### config.mk
export PLATFORM = sky130hd
export DESIGN_NAME = posit_unpack_2
export DESIGN_NICKNAME = d
export VERILOG_FILES = /design/src/rtl/posit_unpack_2.sv
export SDC_FILE = /design/constraint.sdc
export NUM_CORES = 1
export LEC_CHECK = 0
export ABC_AREA = 1
export CORE_MARGIN = 1
export CORE_UTILIZATION = 60
export DETAILED_ROUTE_END_ITERATION = 7
export GPL_ROUTABILITY_DRIVEN = 0
export GPL_TIMING_DRIVEN = 0
export HOLD_SLACK_MARGIN = 0.03
export PLACE_DENSITY = 0.82
export SYNTH_ARGS = -nofsm -noshare
export SYNTH_HDL_FRONTEND = slang
export SYNTH_SLANG_ARGS = --single-unit
### constraint.sdc
create_clock -name clk -period 2.85 [get_ports clk]
set_input_delay 0.57 -clock clk [delete_from_list [all_inputs] [get_ports clk]]
set_output_delay 0.57 -clock clk [all_outputs]
set_load 0.01 [all_outputs]
### src/rtl/posit_unpack_2.sv
// rtl/posit_unpack_2.sv - two-stage 32-bit es=2 posit decoder with valid/ready flow control
// Optional statistics counters are enabled by defining POSIT_UNPACK_STATS_EN.
`timescale 1ns/1ps

module posit_unpack_2 #(
  parameter int NBITS = 32,
  parameter int ES    = 2,
  parameter int FBITS = NBITS - ES - 3
) (
  input  logic             clk,
  input  logic             reset,
  input  logic             in_valid,
  output logic             in_ready,
  input  logic [NBITS-1:0] in_data,
  output logic             out_valid,
  input  logic             out_ready,
  output logic             out_sgn,
  output logic [7:0]       out_scale,
  output logic [FBITS-1:0] out_fraction,
  output logic             out_zero,
  output logic             out_inf
`ifdef POSIT_UNPACK_STATS_EN
  ,
  input  logic             stat_clear,
  output logic [31:0]      stat_count,
  output logic [31:0]      stat_special
`endif
);

  localparam int RW  = $clog2(NBITS);
  localparam int LOW = NBITS - 1 - ES - FBITS;

  // stage 1 state
  logic             r_s1_valid;
  logic             r_s1_sgn;
  logic [NBITS-2:0] r_s1_abs;
  logic             r_s1_zero;
  logic             r_s1_inf;
  logic [RW-1:0]    r_s1_run;
  logic             r_s1_rbit;

  logic             w_s1_adv;
  logic             w_accept;
  logic [NBITS-2:0] w_abs;
  logic [RW-1:0]    w_run;
  logic             w_done;

  assign w_s1_adv = r_s1_valid && (!out_valid || out_ready);
  assign in_ready = !r_s1_valid || w_s1_adv;
  assign w_accept = in_valid && in_ready;
  assign w_abs    = in_data[NBITS-1] ? -in_data[NBITS-2:0] : in_data[NBITS-2:0];

  // Leading run of abs[NBITS-2]; the top bit always counts, so the run is 1..NBITS-1.
  always_comb begin
    w_run  = RW'(1);
    w_done = 1'b0;
    for (int i = NBITS - 3; i >= 0; i--) begin
      if (!w_done && (w_abs[i] == w_abs[NBITS-2])) begin
        w_run = w_run + RW'(1);
      end else begin
        w_done = 1'b1;
      end
    end
  end

  always_ff @(posedge clk or posedge reset) begin
    if (reset) begin
      r_s1_valid <= 1'b0;
      r_s1_sgn   <= 1'b0;
      r_s1_abs   <= '0;
      r_s1_zero  <= 1'b0;
      r_s1_inf   <= 1'b0;
      r_s1_run   <= '0;
      r_s1_rbit  <= 1'b0;
    end else if (w_accept) begin
      r_s1_valid <= 1'b1;
      r_s1_sgn   <= in_data[NBITS-1];
      r_s1_abs   <= w_abs;
      r_s1_zero  <= (in_data == '0);
      r_s1_inf   <= (in_data == {1'b1, {(NBITS-1){1'b0}}});
      r_s1_run   <= w_run;
      r_s1_rbit  <= w_abs[NBITS-2];
    end else if (w_s1_adv) begin
      r_s1_valid <= 1'b0;
    end
  end

  // stage 2 combinational decode of the held run
  logic [RW-1:0]      w_sh;
  logic [NBITS-2:0]   w_shifted;
  logic [ES-1:0]      w_exp;
  logic [FBITS-1:0]   w_frac;
  logic [RW:0]        w_k;
  logic [7:0]         w_scale;
  logic               w_special;
  logic               w_unused;

  assign w_sh      = (r_s1_run == RW'(NBITS - 1)) ? RW'(NBITS - 1) : r_s1_run + RW'(1);
  assign w_shifted = r_s1_abs << w_sh;
  assign w_exp     = w_shifted[NBITS-2 -: ES];
  assign w_frac    = w_shifted[NBITS-2-ES -: FBITS];
  assign w_unused  = ^w_shifted[LOW-1:0];
  assign w_k       = r_s1_rbit ? ({1'b0, r_s1_run} - (RW+1)'(1))
                               : ((RW+1)'(0) - {1'b0, r_s1_run});
  // k*2^ES + exp is just the concatenation in two's complement
  assign w_scale   = 8'($signed({w_k, w_exp}));
  assign w_special = r_s1_zero || r_s1_inf;

  always_ff @(posedge clk or posedge reset) begin
    if (reset) begin
      out_valid    <= 1'b0;
      out_sgn      <= 1'b0;
      out_scale    <= '0;
      out_fraction <= '0;
      out_zero     <= 1'b0;
      out_inf      <= 1'b0;
    end else if (w_s1_adv) begin
      out_valid    <= 1'b1;
      out_sgn      <= w_special ? 1'b0 : r_s1_sgn;
      out_scale    <= w_special ? 8'd0 : w_scale;
      out_fraction <= w_special ? '0 : w_frac;
      out_zero     <= r_s1_zero;
      out_inf      <= r_s1_inf;
    end else if (out_ready) begin
      out_valid    <= 1'b0;
    end
  end

`ifdef POSIT_UNPACK_STATS_EN
  logic w_out_hs;
  assign w_out_hs = out_valid && out_ready;

  always_ff @(posedge clk or posedge reset) begin
    if (reset) begin
      stat_count   <= '0;
      stat_special <= '0;
    end else if (stat_clear) begin
      stat_count   <= '0;
      stat_special <= '0;
    end else if (w_out_hs) begin
      if (stat_count != '1) stat_count <= stat_count + 32'd1;
      if ((out_zero || out_inf) && (stat_special != '1)) stat_special <= stat_special + 32'd1;
    end
  end
`endif

endmodule

==> run metrics, run 1 <==
Synth Warn # 0; global-route wire length before repair 77080 microns; largest cells by area after synthesis dfrtp_1, nand2_1, o21ai_0; Ports 76; largest net degree at the start of global routing 48; level count of the clock H-tree 3; post-synthesis sequential area ratio 0.2264; Total GRT Usage 0.7046; number of global-route vias before repair 13.14k; Compound-Gate Fraction of Synth Area 0.1529; placed instance count 1734; EDFF count, synth 0; root buf cell clkbuf_16; Initial Util 0.6219; DP HPWL 17860 microns; post-synth top area share 0.2264; Synth Area in XOR/XNOR 0.03696; synthesized net count 1543; mapped cell area 8733 sq um; Die H 122.6 microns; ys flop type dfrtp_1; IO buf count 75; status aborted with a tool error; Gate Count Post-Synth 1478; Synth cell types 53; post-synthesis mux area share 0.001146; Yosys reg bits 79; Congestion Overflow GR 7; CTS max path bufs 2; syn_area_per_cell 5.909 sq um; CTS buffer count 9; cell taking the most area after synthesis dfrtp_1; FFs w/ async S/R, synth 1.000; Fail Step global routing (5_1_grt); hold_buf cts 0; simple-gate share of the synthesized area 0.4135; die width 122.6 microns; Clock Sink Count 79; main combinational cell family by area after synthesis simple AND/OR/NAND/NOR gates; Synth Area in Adders 0.04155; num rows 43; Tool Error [ERROR GRT-0116] Global routing finished with congestion. Check the congestion regions in the DRC Viewer.
==> synthesized netlist by cell type (3+ instances only) <==
library cell    n
a21oi_1        11
a22o_1          8
buf_6           3
clkbuf_1       36
clkinv_1        4
dfrtp_1        79
ha_1           29
inv_1         231
inv_2           6
nand2_1       486
nand2_2        35
nand2_4         9
nand3_1        92
nand3_2        19
nand3b_1        4
nand4_1         9
nor2_1        116
nor2_2         13
nor2_4          3
nor3_1          5
o211ai_1        9
o21ai_0       178
o21ai_1         8
o221ai_1        6
o22ai_1         3
or2_2          11
xnor2_1         7
xor2_1         28
==> logic make-up after synthesis <==
group | count (synthesis)
and+or+nand+nor | 810
buffers and inverters | 285
AOI/OAI and AO/OA | 238
DFF | 79
xor gates and xnor gates | 36
adders and majority gates | 29
muxes | 1
==> routing by layer <==
layer,overflow,track usage
met5,0,0.4444
met4,4,0.6784
met3,0,0.5743
met2,3,0.8581
met1,0,0.6906
==> metrics by stage <==
step	cell area, sq um	hold slack, ps	worst slack, ps
floorplan	8860	453.0	-7867
global placement	9836	465.0	-9452
detailed placement	9866	469.2	-9724
CTS	12170	483.1	-8040
==> repair_timing <==
action / 4_1_cts
resized for setup: 320
buffers inserted: 198
cloned: 0
endpoints found under the setup margin: 33
pin swaps: 127
==> run 2: changes to the inputs <==
--- a/config.mk
+++ b/config.mk
@@ -7,12 +7,11 @@
 export LEC_CHECK = 0
 export ABC_AREA = 1
 export CORE_MARGIN = 1
-export CORE_UTILIZATION = 60
+export CORE_UTILIZATION = 40
 export DETAILED_ROUTE_END_ITERATION = 7
 export GPL_ROUTABILITY_DRIVEN = 0
 export GPL_TIMING_DRIVEN = 0
-export HOLD_SLACK_MARGIN = 0.03
-export PLACE_DENSITY = 0.82
+export PLACE_DENSITY_LB_ADDON = 0.15
 export SYNTH_ARGS = -nofsm -noshare
 export SYNTH_HDL_FRONTEND = slang
 export SYNTH_SLANG_ARGS = --single-unit
==> run metrics, run 2 <==
Worst slew margin 0.6147; Slowest cell on crit path ha_1; post-route cell area 11740 sq um; hold_buf cts 0; core area 21220 sq um; Sw Share 0.4303; Yosys reg bits 79; DP HPWL 19210 microns; crit path max fanout 5; antenna-violating nets left 0; P_int 3.534 mW; Total Neg Setup Slack -35650 ps; cell taking the most area after synthesis dfrtp_1; Largest register FFs 31; DRT iter0 DRCs 394; die area 22430 sq um; kind of end point of the critical path flop; WL final 25260 microns; largest cells by area after synthesis dfrtp_1, nand2_1, o21ai_0; FFs w/ async S/R, synth 1.000; setup ws final -8229 ps; Tightest Hold Check Type flop to flop; critical path class input pin to flop; CTS max path bufs 2; Area after DPL 9977 sq um; root buf cell clkbuf_16; Power Density 528.5 nW/um^2; count of final max-slew check failures 0; # diodes 0; DRC 0; Biggest register r_s1_abs; count leader, synth nand2_1; Total GRT Usage 0.2239; Ports 76; Synth cell types 53; wire per inst 13.00 microns; commonest cells after routing, fill and taps aside nand2_1, inv_1, o21ai_0, buf_4, nand3_1; syn_area_per_cell 5.909 sq um; EDFF count, synth 0; num rows 53; Worst-Skew Late Latency 340 ps; largest net degree at the start of global routing 41; post-synth top area share 0.2264; register share of total power 0.263; CTS clk-pin slew, worst paths 60 ps; worst-margin pin slew 571.9 ps; Leak 5.917 nW; status finished with violations; synthesized net count 1543; DR vias 9527; Reg2Reg Setup Slack 200 ps; Final Net Count 1730; drt pass-1 iters 5; CP required 3060 ps; vias per cell 4.903; global-route wire length before repair 40830 microns; die width 149.8 microns; Synth top cells by count nand2_1, inv_1, o21ai_0; Die H 149.8 microns; Largest regs r_s1_abs x31, out_fraction x27, out_scale x8; number of global-route vias before repair 8816; IO buf count 75; crit start category input pin; clock skew 4.027 ps; post-layout power 6.203 mW; commonest non-fill, non-tap cell in the layout nand2_1; sw power 2.669 mW; setup violators final 5; Crit path arrival time 11290 ps; slowest stage delay, CP 310 ps; Final min period 11080 ps; initial antenna violation count 0; Synth Warn # 0; post-synthesis sequential area ratio 0.2264; Syn-to-layout area delta 34.38%; Congestion Overflow GR 0; Comb pwr share 0.574; ys flop type dfrtp_1; mapped cell area 8733 sq um; worst ir drop on vdd 0.3378 mV; Final Hold Vio Count 0; Gate Count Post-Synth 1478; violated checks negative setup slack; RSZ-0062 raised after global routing true; Finished Core Util 0.5531; most used cell, CP nand2_2; layout cell share with drive strength beyond 1 0.2668; Clock Sink Count 79; clock group share of total power 0.163; TritonCTS clock tree built; CTS buffer count 9; hold_ws 478.0 ps; Final Cycle Share 3.887; level count of the clock H-tree 3; Max-Cap Viols 0; Max Clk Rate 0.09026 GHz; Initial Util 0.4116
-- run 2: cell counts after synthesis --
No cell type changed its count.
-- run 2: cells by family after synthesis --
family                   share of synthesized area
XOR/XNOR                                   0.03696
buffers and inverters                       0.1277
AO/OA/AOI/OAI                               0.1529
multiplexers                              0.001146
adder cells (fa/ha/maj)                    0.04155
AND/OR/NAND/NOR                             0.4135
flip-flops                                  0.2264
-- run 2: metal layers --
layer | GRT usage | vias to the layer above | part of all wire
met1 | 0.2831 | 4299 | 0.46
li1 | - | 5024 | -
met2 | 0.3993 | 171 | 0.49
met5 | 0 | - | 0
met4 | 0.06919 | 0 | 0.021
met3 | 0.02073 | 33 | 0.030
-- run 2: layout make-up --
| cell class | count | area [sq um] |
|---|---|---|
| plain buffers | 42 | 214.0 |
| clock buffers | 9 | 225.2 |
| clock inverters | 5 | 27.53 |
| fillers | 2099 | 9484 |
| inverters | 242 | 947.2 |
| multi-input cells | 1114 | 6528 |
| flip-flops and latches | 79 | 1977 |
| well taps | 275 | 344.1 |
| repair buffers | 177 | 1474 |
-- run 2: stage by stage --
stage / worst slack, ps / cells
6_report: -8229 / 1943
2_1_floorplan: -7867 / 1478
3_3_place_gp: -9584 / 1828
4_1_cts: -8311 / 1917
3_5_place_dp: -9792 / 1829
5_1_grt: -8919 / 1943
-- run 2: power by group through the flow --
stage / Clock (mW) / Sequential [mW] / Combinational (mW)
after floorplan: 0 / 1.73 / 1.80
after global placement: 0 / 1.64 / 2.97
after detailed placement: 0 / 1.65 / 3.02
after CTS: 1.03 / 1.64 / 3.27
after global routing: 1.07 / 1.67 / 3.98
final: 1.01 / 1.63 / 3.56
-- run 2: path summary, 6_finish.rpt --
path | start | end | cells past startpoint
worst min register to register | out_fraction[17] | out_fraction[17] | 2
worst max register to register | r_s1_run[0] | out_fraction[25] | 13
min in group asynchronous | reset | r_s1_abs[28] | 2
worst max-delay path | in_data[0] | r_s1_run[4] | 86
worst min-delay path | out_fraction[17] | out_fraction[17] | 2
max in group asynchronous | reset | out_scale[6] | 3
-- run 2: repair_timing --
action,4_1_cts,5_1_grt
setup buffers,74,29
gates resized for setup,268,157
endpoints found under the setup margin,33,31
pin swaps,108,99
-- run 2: critical path: cells and delay by family --
family                   cells  cell delay (ps)
adder cells (fa/ha/maj)     17             4070
AND/OR/NAND/NOR             45             3930
AO/OA/AOI/OAI               15             2080
buffers and inverters        8              540
XOR/XNOR                     1               80
No activity file was read; power rests on OpenSTA's default activity.
